File: config.mk
export PLATFORM = sky130hd
export DESIGN_NAME = sram_fifo
export DESIGN_NICKNAME = d
export VERILOG_FILES = /design/src/rtl/sram_fifo.sv
export SDC_FILE = /design/constraint.sdc
export NUM_CORES = 1
export LEC_CHECK = 0
export BUFFER_PORTS_ARGS = -buffer_cell sky130_fd_sc_hd__buf_2
export CORE_MARGIN = 5
export CORE_UTILIZATION = 47
export DETAILED_ROUTE_END_ITERATION = 7
export PLACE_DENSITY = 0.87
export SETUP_SLACK_MARGIN = 0.02
export SLEW_MARGIN = 20
export SYNTH_ARGS = -nofsm -noshare
export SYNTH_HDL_FRONTEND = slang
export SYNTH_SLANG_ARGS = --single-unit
File: constraint.sdc
create_clock -name clk -period 4.8 [get_ports clk]
set_clock_uncertainty 0.15 [all_clocks]
set_input_delay 0.48 -clock clk [delete_from_list [all_inputs] [get_ports clk]]
set_output_delay 0.48 -clock clk [all_outputs]
set_load 0.1 [all_outputs]
File: src/rtl/sram_fifo.sv
// Deep FIFO backed by an external 1r1w SRAM macro, with a 2-entry show-ahead
// prefetch buffer that hides the macro's one-cycle read latency.
module sram_fifo #(
    parameter int unsigned DATA_WIDTH = 32,
    parameter int unsigned SIZE       = 128,
    parameter int unsigned ADDR_WIDTH = $clog2(SIZE),
    parameter int unsigned CNT_WIDTH  = $clog2(SIZE + 3)
) (
    input  logic                  clk,
    input  logic                  reset,
    input  logic                  flush,
    input  logic                  in_valid,
    output logic                  in_ready,
    input  logic [DATA_WIDTH-1:0] in_data,
    output logic                  out_valid,
    input  logic                  out_ready,
    output logic [DATA_WIDTH-1:0] out_data,
    output logic [CNT_WIDTH-1:0]  count,
    output logic                  sram_read_en,
    output logic [ADDR_WIDTH-1:0] sram_read_addr,
    input  logic [DATA_WIDTH-1:0] sram_read_data,
    output logic                  sram_write_en,
    output logic [ADDR_WIDTH-1:0] sram_write_addr,
    output logic [DATA_WIDTH-1:0] sram_write_data
);

    logic [ADDR_WIDTH-1:0] wr_ptr_q, wr_ptr_d;
    logic [ADDR_WIDTH-1:0] rd_ptr_q, rd_ptr_d;
    logic [CNT_WIDTH-1:0]  sram_cnt_q, sram_cnt_d;
    logic                  inflight_q, inflight_d;
    logic [1:0]            buf_cnt_q, buf_cnt_d;
    logic [DATA_WIDTH-1:0] buf0_q, buf0_d;
    logic [DATA_WIDTH-1:0] buf1_q, buf1_d;

    logic                  deq;
    logic                  enq;
    logic                  bypass;
    logic                  capture;
    logic                  push;
    logic [DATA_WIDTH-1:0] push_data;
    logic [2:0]            credit;
    logic [1:0]            buf_fill;

    function automatic logic [ADDR_WIDTH-1:0] ptr_inc(input logic [ADDR_WIDTH-1:0] p);
        return (p == ADDR_WIDTH'(SIZE - 1)) ? '0 : p + ADDR_WIDTH'(1);
    endfunction

    // Handshakes and SRAM requests depend only on registered state plus flush/out_ready.
    assign in_ready  = (sram_cnt_q != CNT_WIDTH'(SIZE)) & ~flush;
    assign out_valid = (buf_cnt_q != 2'd0);
    assign out_data  = buf0_q;
    assign count     = sram_cnt_q + CNT_WIDTH'(inflight_q) + CNT_WIDTH'(buf_cnt_q);

    assign deq    = out_valid & out_ready;
    assign enq    = in_valid & in_ready;
    assign bypass = enq & (sram_cnt_q == '0) & ~inflight_q & ((buf_cnt_q < 2'd2) | deq);

    // Buffer credit: a read is only issued if its data is guaranteed a slot next cycle.
    assign credit       = 3'(buf_cnt_q) + 3'(inflight_q) - 3'(deq);
    assign sram_read_en = ~flush & (sram_cnt_q != '0) & (credit < 3'd2);
    assign sram_read_addr = rd_ptr_q;

    assign sram_write_en   = enq & ~bypass;
    assign sram_write_addr = wr_ptr_q;
    assign sram_write_data = in_data;

    assign capture   = inflight_q & ~flush;
    assign push      = capture | bypass;
    assign push_data = capture ? sram_read_data : in_data;

    always_comb begin
        wr_ptr_d   = wr_ptr_q;
        rd_ptr_d   = rd_ptr_q;
        sram_cnt_d = sram_cnt_q + CNT_WIDTH'(sram_write_en) - CNT_WIDTH'(sram_read_en);
        inflight_d = sram_read_en;
        buf0_d     = buf0_q;
        buf1_d     = buf1_q;
        buf_fill   = buf_cnt_q;

        if (sram_write_en) wr_ptr_d = ptr_inc(wr_ptr_q);
        if (sram_read_en)  rd_ptr_d = ptr_inc(rd_ptr_q);

        // Shift the head out first, then append at the first free slot.
        if (deq) begin
            buf0_d   = buf1_q;
            buf_fill = buf_cnt_q - 2'd1;
        end
        if (push) begin
            if (buf_fill == 2'd0) buf0_d = push_data;
            else                  buf1_d = push_data;
            buf_fill = buf_fill + 2'd1;
        end
        buf_cnt_d = buf_fill;

        if (flush) begin
            wr_ptr_d   = '0;
            rd_ptr_d   = '0;
            sram_cnt_d = '0;
            inflight_d = 1'b0;
            buf_cnt_d  = 2'd0;
        end
    end

    always_ff @(posedge clk or posedge reset) begin
        if (reset) begin
            wr_ptr_q   <= '0;
            rd_ptr_q   <= '0;
            sram_cnt_q <= '0;
            inflight_q <= 1'b0;
            buf_cnt_q  <= 2'd0;
            buf0_q     <= '0;
            buf1_q     <= '0;
        end else begin
            wr_ptr_q   <= wr_ptr_d;
            rd_ptr_q   <= rd_ptr_d;
            sram_cnt_q <= sram_cnt_d;
            inflight_q <= inflight_d;
            buf_cnt_q  <= buf_cnt_d;
            buf0_q     <= buf0_d;
            buf1_q     <= buf1_d;
        end
    end

endmodule
* Word level (Yosys, flattened, before mapping) *
Index checks and enable logic that the tools add are counted.

storage, ports and cells
  flip-flop bits (word level) = 89

cells by class
  add/subtract/negate cells = 10
  magnitude comparators = 2
  equality and inequality tests = 3
  muxes and demuxes = 15
  bitwise operators = 16
  reduce and logical (&&, ||, !) cells = 7

operators with widths
  operator             count
  $mux 32              4
  $mux 7               6
  $add 8x1->8          2
  $add 7x1->7 const B  2
  $eq 7x7->1 const B   2
  $and 1x1->1          10
  $add 8x2->8          1
  $logic_not 8->1      1
  $mux 8               1
  $ne 8x8->1 const B   1
  $reduce_bool 8->1    1
  $sub 8x1->8          1
  $mux 2               3
  $reduce_bool 2->1    3
  $not 1->1            4
  $add 2x1->3          1
  $lt 3x2->1 const B   1
  $sub 3x1->3          1
  $add 2x1->2 const B  1
  $logic_not 2->1      1
  $lt 2x2->1 const B   1
  $or 1x1->1           2
  $reduce_and 2->1     1
  $sub 2x1->2 const B  1
  $mux 1               1

* Longest topological paths before layout *
Gate-level depths: netlist of run 1.

  depth after elaboration = 11
  mapped depth = 20
  gate-level depth less buffers = 18

* Worst setup path after synthesis of run 1 *
Ideal clock, no wire load.

  kind = register -> register
  start = register buf_cnt_q[1]
  end = register sram_cnt_q[7]
  data arrival time = 5.143 ns
  data required time = 4.525 ns
  path slack = -0.618 ns
  cell stages (with the launch flop) = 20
  buffers on the path = 3
  clock period less this slack = 5.418 ns
  cells stage by stage = dfrtp_1 inv_1 ha_1 nand2b_4 buf_2 buf_1 nor2_1 fa_1 xnor2_1 o211a_1 clkbuf_1 and2_1 ha_1 inv_1 ha_1 a21o_1 a21oi_1 o21bai_1 o41ai_1 mux2_2

RTL lines
  element                                                              line  source
  from (decl)                                                          31    logic [1:0] buf_cnt_q, buf_cnt_d;
  from (signal assigned)                                               118   buf_cnt_q <= buf_cnt_d;
  parallel branches: the longest is 2 deep, another holds $add 2x1->3  --
  $sub 3x1->3 *                                                        59    assign credit = 3'(buf_cnt_q) + 3'(inflight_q) - 3'(deq);
  $lt 3x2->1 *                                                         60    assign sram_read_en = ~flush & (sram_cnt_q != '0) & (credit < 3'd2);
  $and 1x1->1 *                                                        60
  named net sram_read_en                                               19    output logic sram_read_en,
  $sub 8x1->8 *                                                        74    sram_cnt_d = sram_cnt_q + CNT_WIDTH'(sram_write_en) - CNT_WIDTH'(sram_read_en);
  $mux 8 *                                                             95    if (flush) begin
  named net sram_cnt_d[7]                                              29    logic [CNT_WIDTH-1:0] sram_cnt_q, sram_cnt_d;
  to (signal assigned)                                                 116   sram_cnt_q <= sram_cnt_d;
  to (decl)                                                            29

Mark *: on every way through the listed nets, which the timed path passes.
A chain may end at the register's enable or synchronous reset.

* Worst setup path in the final report of run 1 *
  start = register buf_cnt_q[1]
  end = register sram_cnt_q[7]

between the ends
  word-level cells in the longest chain between the ends = 9

RTL lines
  element                  line  source
  $reduce_bool 2->1        50    assign out_valid = (buf_cnt_q != 2'd0);
  $and 1x1->1              54    assign deq = out_valid & out_ready;
  $or 1x1->1               56    assign bypass = enq & (sram_cnt_q == '0) & ~inflight_q & ((buf_cnt_q < 2'd2) | deq);
  $and 1x1->1              56
  $not 1->1                63    assign sram_write_en = enq & ~bypass;
  $and 1x1->1              63
  $add 8x1->8              74
  $sub 8x1->8 *            74
  $mux 8 *                 95
  named net sram_cnt_d[7]  29

Mark *: on every way through the listed nets, which the timed path passes. The rest lies on a longest branch.

==> metrics.cfg, run 1 <==
[die]
die_x_um=115
boundaryPins=159
initial_core_util_pct=47.9
rows=38
die_h_um=115
dieArea_sq_um=13300
core_sq_um=10800

[sta]
finalHoldViolCount=0
tns_ns=0
drv_slew=0
fin_crit_ns=4.29
relSlewSlack_pct=51.2
fin_crit_sh_pct=89.3
finalSetupViolations=0
worst_slew_pin_slew_ns=0.731
rsz0062_at_grt=no
max_freq_mhz=233

[setup_path]
worstReg2RegEnd=sram_cnt_q[7]
critPathLaunchType=flip-flop
critPathSlowestCell=dfrtp_1
path_class=flip-flop to flip-flop
crit_arrival_ns=4.37
path_delay_family=compound AO/OA/AOI/OAI gates
cp_num_buf_inv=2
crit_path_cell_trace=inv_1 > ha_1 > nand2b_4 > xnor2_1 > nand2b_1 > fa_1 > xnor2_1 > o211a_1 > and2_4 > ha_1 > inv_1 > ha_1 > a21o_1 > a21oi_1 > o21bai_1 > o41ai_1 > mux2_2
required_ns=4.89
worstReg2RegStart=buf_cnt_q[1]
rr_worst_depth=17
endpoint_kind=flip-flop
path_max_fanout=8
max_stage_delay_ns=0.59
cpMostUsedCell=ha_1
r2r_setup_slack_ns=0.51

[synth]
synth_compound_gate_area_share_pct=11.5
yosysUniqueCellTypes=53
ys_seq_area_share_pct=42.9
syn-instance-count=477
synth_area_per_cell_sq_um=10.9
synth_top_area_cell=dfrtp_1
synth-simple-area-share_pct=7.42
synth_edf_count=0
synth_fa_ha_area_share_pct=6.60
syn_nets=571
synth_area_leaders=dfrtp_1 43%, mux2i_1 19%, ha_1 5.1%, buf_4 4.6%, o21ai_0 3.4%
synth_xor_area_share_pct=2.53
syn-cell-area_sq_um=5200
synthDominantCellAreaShare_pct=42.9
ys_ff_latch=89
yosys_warnings=0
synth_top_family_by_area=multiplexers
synth_ff_type=dfrtp_1
synthMuxAreaShare_pct=19.9
async_flop_share_pct=100

[detailed_routing]
vias_per_cell=5.40
first_pass_iters=5
drc=0
dr.first_iter.drc_count=242
via_count=3998
wl_per_cell_um=16.4
ant_nets=0
routed_wl_um=12100

[cts]
cts.clk_slew.worst_paths_ns=0.09
cts_buffers=9
clk_latency_ns=0.35
cts_buffer_depth=2
clkSinkCount=89
post_cts_buffers=0
cts-root-buf=clkbuf_8
ctsHoldBuffers=0
htreeDepth=3
cts-resized-gates=0
cts_tree=yes

[global_routing]
grt_pass1_vias=4072
antenna_found_initial=0
grt_pass1_wl_um=20000
grt_max_degree=48
overflow=0
grt_usage_pct=18.7

[layout]
syn2layout_area_growth_pct=16.4
multi_input_area_sq_um=2510
nets=690
n_fill_cell=916
final_cell_mix=158 x buf_2, 100 x mux2i_1, 89 x dfrtp_1
drive_gt1_share_pct=33.1
seqCellArea_sq_um=2230
final_common_cell=buf_2
diodes=0

[place]
dp_hpwl_um=8870
io_buffers=158
gp_congestion=0.821

[worst_hold_path]
hold_path_class=primary input to asynchronous set/reset pin

[run_status]
outcome=finished clean

[flow_run]
maxCapViolCount=0

[area by class of cell]
cell class / count / area share (%)
tap: 140 / 2.90
clock buffer: 12 / 2.73
sequential: 89 / 36.8
timing repair buffer: 165 / 13.9
multi-input combinational: 310 / 41.4
inverter: 21 / 1.32
clock inverter: 4 / 0.828
[worst reg2reg max path, cell delays in order, from the launching register on]
cell,delay (ns)
dfrtp_1,0.59
inv_1,0.08
ha_1,0.20
nand2b_4,0.15
xnor2_1,0.18
nand2b_1,0.19
fa_1,0.40
xnor2_1,0.19
o211a_1,0.20
and2_4,0.15
ha_1,0.14
inv_1,0.06
ha_1,0.28
a21o_1,0.16
a21oi_1,0.28
o21bai_1,0.11
o41ai_1,0.28
mux2_2,0.38
[sequential cells by signal, indices dropped and copies added (netlist names)]
register and flops:
buf1_q 32, sram_read_addr 7, inflight_q 1, sram_cnt_q 8, sram_write_addr 7, out_data 32
buf_cnt_q 2
[worst max path at each step]
stage                      start       endpoint  slack (ns)  cells after the start
CTS                 buf_cnt_q[1]  sram_cnt_q[7]        0.52                     17
global route        buf_cnt_q[1]  sram_cnt_q[7]        0.29                     17
floorplan           buf_cnt_q[1]  sram_cnt_q[7]        0.11                     19
global placement    buf_cnt_q[1]  sram_cnt_q[7]        0.73                     17
detailed placement  buf_cnt_q[1]  sram_cnt_q[7]        0.54                     17
finish              buf_cnt_q[1]  sram_cnt_q[7]        0.51                     17
[synthesized netlist by cell type (3+ instances only)]
master / n
buf_12: 3
fa_1: 4
buf_2: 5
o21bai_1: 3
buf_4: 32
a21o_1: 3
mux2i_1: 100
ha_1: 21
a21oi_1: 5
mux2_2: 3
nand2b_1: 3
nand3_1: 10
xnor2_1: 11
nand2_1: 16
o21ai_0: 35
dfrtp_1: 89
xor2_1: 4
nor4_1: 4
nor2b_1: 3
o21ai_1: 32
clkbuf_1: 14
nand4_1: 4
nor2_1: 19
inv_2: 3
inv_1: 18
[metal layers]
| metal | vias up | wire (um) | share of wire (%) | global-route usage, % |
|---|---|---|---|---|
| met5 | - | 0 | 0 | 0 |
| met1 | 1936 | 5040 | 42 | 24.0 |
| met2 | 158 | 6110 | 50 | 31.7 |
| li1 | 1887 | - | - | - |
| met3 | 17 | 811 | 6.7 | 3.95 |
| met4 | 0 | 178 | 1.5 | 6.10 |
[logic make-up (layout without fill, tap and decap cells)]
kind of cell | after synthesis | in the layout
multiplexers | 103 | 103
AO/OA/AOI/OAI | 95 | 95
flip-flops | 89 | 89
buffers and inverters | 78 | 202
AND/OR/NAND/NOR | 72 | 72
adder cells (fa/ha/maj) | 25 | 25
XOR/XNOR | 15 | 15
[through the flow]
step                      area, sq um  hold slack, ns  cells  worst slack [ns]  utilization, %
final                            6050          0.0647    741             0.511            55.8
after global routing             6050           0.139    741             0.294            55.8
after CTS                        6040          0.0886    741             0.521            55.7
after detailed placement         5830           0.355    725             0.542            53.8
after global placement           5830           0.341    725             0.727            53.8
after floorplan                  5200           0.331    477             0.108               -
Power of run 1 is left out: the tool's default activity adds up to more than one toggle a clock period on the data nets, which glitch-free logic cannot reach.
==> inputs of run 2 (changes only) <==
--- a/config.mk
+++ b/config.mk
@@ -5,9 +5,10 @@
 export SDC_FILE = /design/constraint.sdc
 export NUM_CORES = 1
 export LEC_CHECK = 0
+export ABC_AREA = 1
 export BUFFER_PORTS_ARGS = -buffer_cell sky130_fd_sc_hd__buf_2
 export CORE_MARGIN = 5
-export CORE_UTILIZATION = 47
+export CORE_UTILIZATION = 48
 export DETAILED_ROUTE_END_ITERATION = 7
 export PLACE_DENSITY = 0.87
 export SETUP_SLACK_MARGIN = 0.02
@@ -15,3 +16,4 @@
 export SYNTH_ARGS = -nofsm -noshare
 export SYNTH_HDL_FRONTEND = slang
 export SYNTH_SLANG_ARGS = --single-unit
+export TNS_END_PERCENT = 20
==> metrics.cfg, run 2 <==
[run_status]
outcome=finished clean

[die]
dieArea_sq_um=14200
boundaryPins=159
core_sq_um=11500
die_h_um=119
die_x_um=119
initial_core_util_pct=49.6
rows=39

[detailed_routing]
ant_nets=0
vias_per_cell=4.96
drc=0
routed_wl_um=13700
first_pass_iters=5
via_count=5304
wl_per_cell_um=12.8
dr.first_iter.drc_count=364

[setup_path]
path_max_fanout=19
crit_arrival_ns=4.25
required_ns=4.87
path_class=flip-flop to flip-flop
endpoint_kind=flip-flop
critPathLaunchType=flip-flop

[global_routing]
overflow=0
grt_usage_pct=19.6
grt_pass1_vias=4970
antenna_found_initial=0
grt_max_degree=65
grt_pass1_wl_um=23200

[synth]
synth-simple-area-share_pct=32.1
synth_top_family_by_area=simple AND/OR/NAND/NOR gates
synth_area_per_cell_sq_um=7.00
synthMuxAreaShare_pct=0.175
synth_top_area_cell=dfrtp_1
syn-cell-area_sq_um=5710
syn-instance-count=815
synth_compound_gate_area_share_pct=8.66
yosysUniqueCellTypes=31
synth_edf_count=0
synth_common_cells=358 x nand2_1, 89 x dfrtp_1, 65 x inv_1
synth_xor_area_share_pct=2.00
ys_seq_area_share_pct=39.0
synth_fa_ha_area_share_pct=6.01
synthDominantCellAreaShare_pct=39.0
yosys_warnings=0
synth_ff_type=dfrtp_1
async_flop_share_pct=100
syn_nets=909
synth_most_common_cell=nand2_1
synth_area_leaders=dfrtp_1 39%, nand2_1 24%, o21ai_1 5.3%, nand3_1 4.6%, ha_1 4.6%
ys_ff_latch=89

[cts]
ctsHoldBuffers=0
cts-resized-gates=0
cts_buffers=9
cts_tree=yes
htreeDepth=3
clkSinkCount=89
cts.clk_slew.worst_paths_ns=0.06
post_cts_buffers=0
cts-root-buf=clkbuf_16
cts_buffer_depth=2
clk_latency_ns=0.34

[sta]
finalHoldViolCount=0
max_freq_mhz=239
finalSetupViolations=0
rsz0062_at_grt=no
worst_slew_pin_slew_ns=0.704
drv_slew=0
worst_slack_ns=0.622
fin_crit_sh_pct=87.1
relSlewSlack_pct=53.1
fin_crit_ns=4.18
tns_ns=0

[place]
placed_cell_area_sq_um=6310
io_buffers=158
dp_slack_ns=0.615
dp_hpwl_um=9780
gp_congestion=0.857

[layout]
syn2layout_area_growth_pct=15.3
n_fill_cell=1135
diodes=0
final_area_sq_um=6580
final_cell_mix=358 x nand2_1, 157 x buf_2, 89 x dfrtp_1
post-route-util_pct=57.2
nets=1015
final_common_cell=nand2_1
drive_gt1_share_pct=20.6

[worst_hold_path]
hold_path_class=primary input to asynchronous set/reset pin

[flow_run]
maxCapViolCount=0

## run 2: cell types whose count changed after synthesis, sizes merged, moves of 15 or more
cell   change
nand3     +42
nand2    +347
o21ai     +15
inv       +47
mux2i     -99
buf       +16
## run 2: cells by family after synthesis
family / Yosys count
DFF: 89
adders and majority gates: 25
xor gates and xnor gates: 13
muxes: 1
and+or+nand+nor: 454
AOI/OAI and AO/OA: 97
buffers and inverters: 136
## run 2: path summary, 6_finish.rpt
check                             startpoint           endpoint  slack (ns)  cells after the start
worst min-delay path                   reset  sram_read_addr[3]        0.07                      2
worst min register to register    buf1_q[16]         buf1_q[16]        0.32                      2
worst max-delay path            buf_cnt_q[1]      sram_cnt_q[4]        0.62                     19
min in group clk                       flush      sram_cnt_q[0]        0.31                      2
max in group asynchronous              reset       out_data[24]        3.36                      3
worst max register to register  buf_cnt_q[1]      sram_cnt_q[4]        0.62                     19
## run 2: critical path: stages, from the launching register on
cell,delay (ns)
dfrtp_1,0.51
inv_1,0.10
ha_1,0.22
inv_4,0.06
nand2_2,0.21
nor2_1,0.28
o21ai_0,0.16
fa_1,0.50
nand3_1,0.14
nor3_4,0.33
ha_1,0.19
inv_1,0.04
ha_1,0.21
fa_1,0.42
nand2_1,0.09
inv_1,0.05
o21ai_0,0.13
nand2_1,0.08
o21ai_0,0.14
a21oi_1,0.06
## run 2: metal layers
layer | vias up | GRT usage (%) | share of wire (%)
met5 | - | 0 | 0
met4 | 0 | 6.23 | 1.8
met3 | 18 | 3.32 | 5.7
met2 | 158 | 32.7 | 48
met1 | 2395 | 25.9 | 45
li1 | 2733 | - | -
## run 2: layout make-up
cell class	instances	area [sq um]	area share (%)
Clock buffer	12	246	3.74
Clock inverter	4	28.8	0.437
Inverter	68	259	3.93
Multi-Input combinational cell	590	2800	42.5
Sequential cell	89	2230	33.8
Tap cell	143	179	2.72
Timing Repair Buffer	163	843	12.8
## run 2: through the flow
stage	instances	hold WS (ns)
floorplan	815	0.292
global route	1069	0.146
global placement	1053	0.304
detailed placement	1053	0.308
finish	1069	0.0675
CTS	1069	0.0963
Power of run 2 is left out for the same reason.
==> inputs of run 3 (changes only) <==
--- a/config.mk
+++ b/config.mk
@@ -7,12 +7,13 @@
 export LEC_CHECK = 0
 export ABC_AREA = 1
 export BUFFER_PORTS_ARGS = -buffer_cell sky130_fd_sc_hd__buf_2
+export CELL_PAD_IN_SITES_DETAIL_PLACEMENT = 1
+export CELL_PAD_IN_SITES_GLOBAL_PLACEMENT = 2
 export CORE_MARGIN = 5
-export CORE_UTILIZATION = 48
+export CORE_UTILIZATION = 26
 export DETAILED_ROUTE_END_ITERATION = 7
-export PLACE_DENSITY = 0.87
+export PLACE_DENSITY = 0.88
 export SETUP_SLACK_MARGIN = 0.02
-export SLEW_MARGIN = 20
 export SYNTH_ARGS = -nofsm -noshare
 export SYNTH_HDL_FRONTEND = slang
 export SYNTH_SLANG_ARGS = --single-unit
==> metrics.cfg, run 3 (synthesis gave the netlist of run 2 again) <==
[run_status]
outcome=finished clean

[sta]
fin_crit_sh_pct=84.6
tns_ns=0
max_freq_mhz=246
drv_slew=0
fin_crit_ns=4.06
rsz0062_at_grt=no
finalSetupViolations=0
worst_slew_pin_slew_ns=0.745
finalHoldViolCount=0
relSlewSlack_pct=50.2

[setup_path]
required_ns=4.87
critPathLaunchType=flip-flop
critPathLaunch=buf_cnt_q[1]
worstReg2RegStart=buf_cnt_q[1]
crit_arrival_ns=4.14
endpoint_kind=flip-flop
max_stage_delay_ns=0.52
path_class=flip-flop to flip-flop
endpoint=sram_cnt_q[4]
path_max_fanout=7
rr_worst_depth=19
critPathSlowestCell=fa_1
crit_path_cell_trace=inv_1 > ha_1 > inv_4 > nand2_2 > nor2_1 > o21ai_0 > fa_1 > nand3_1 > nor3_4 > ha_1 > inv_1 > ha_1 > fa_1 > nand2_1 > inv_1 > o21ai_0 > nand2_1 > o21ai_0 > a21oi_1
r2r_setup_slack_ns=0.74
worstReg2RegEnd=sram_cnt_q[4]

[die]
boundaryPins=159
dieArea_sq_um=25000
rows=54
core_sq_um=21700
die_h_um=158
initial_core_util_pct=26.3
die_x_um=158

[place]
io_buffers=158
dp_hpwl_um=12300
gp_congestion=0.790

[layout]
final_common_cell=nand2_1
diodes=0
nets=1017
drive_gt1_share_pct=20.7
syn2layout_area_growth_pct=19.2
n_fill_cell=2763
final_cell_mix=358 x nand2_1, 157 x buf_2, 89 x dfrtp_1

[cts]
cts_buffers=9
cts-root-buf=clkbuf_16
cts_tree=yes
cts-resized-gates=0
clkSinkCount=89
clk_latency_ns=0.34
htreeDepth=3
post_cts_buffers=0
cts_buffer_depth=2
cts.clk_slew.worst_paths_ns=0.06
ctsHoldBuffers=0

[detailed_routing]
via_count=5322
routed_wl_um=17200
dr.first_iter.drc_count=149
ant_nets=0
vias_per_cell=4.41
drc=0
first_pass_iters=4
wl_per_cell_um=14.2

[global_routing]
grt_usage_pct=14.1
grt_pass1_vias=5626
grt_max_degree=65
grt_pass1_wl_um=28400
overflow=0
antenna_found_initial=1

[worst_hold_path]
hold_path_class=primary input to asynchronous set/reset pin

[flow_run]
maxCapViolCount=0

[run 3: layout make-up]
| type | instances | area [sq um] | share of cell area [%] |
|---|---|---|---|
| Clock inverter | 2 | 35.0 | 0.515 |
| Timing Repair Buffer | 165 | 858 | 12.6 |
| Inverter | 68 | 260 | 3.82 |
| Clock buffer | 14 | 274 | 4.03 |
| Tap cell | 280 | 350 | 5.15 |
| Multi-Input combinational cell | 590 | 2800 | 41.1 |
| Sequential cell | 89 | 2230 | 32.7 |
[run 3: worst min path at each step]
stage	endpoint	slack [ns]	depth (start not counted)
6_report	sram_read_addr[3]	0.11	2
5_1_grt	sram_read_addr[6]	0.17	2
4_1_cts	sram_read_addr[4]	0.14	2
3_5_place_dp	buf1_q[20]	0.31	2
3_3_place_gp	buf1_q[19]	0.30	2
2_1_floorplan	buf1_q[0]	0.29	2
[run 3: critical path, delay by kind of cell, from the launching register on]
| family | cells | cell delay, ns |
|---|---|---|
| buffers and inverters | 4 | 0.24 |
| and+or+nand+nor | 6 | 0.96 |
| DFF | 1 | 0.50 |
| AOI/OAI and AO/OA | 4 | 0.54 |
| adders and majority gates | 5 | 1.55 |
[run 3: layer usage]
metal | wire length [um] | track usage (%) | vias up | part of all wire, %
li1 | - | - | 2725 | -
met5 | 13 | 0 | - | 0.076
met2 | 8360 | 24.3 | 103 | 49
met3 | 644 | 2.57 | 15 | 3.8
met1 | 7930 | 18.1 | 2477 | 46
met4 | 227 | 4.26 | 2 | 1.3
[run 3: stage by stage]
| stage | utilization [%] | worst slack, ns | hold WS (ns) | area [sq um] | instances |
|---|---|---|---|---|---|
| final | 31.4 | 0.737 | 0.113 | 6800 | 1208 |
| after floorplan | - | 0.119 | 0.292 | 5720 | 815 |
| after CTS | 31.4 | 0.695 | 0.136 | 6800 | 1208 |
| after detailed placement | 29.9 | 0.742 | 0.309 | 6490 | 1192 |
| after global placement | 29.9 | 0.936 | 0.304 | 6490 | 1192 |
| after global routing | 31.4 | 0.444 | 0.170 | 6800 | 1208 |
Power of run 3 is left out for the same reason.
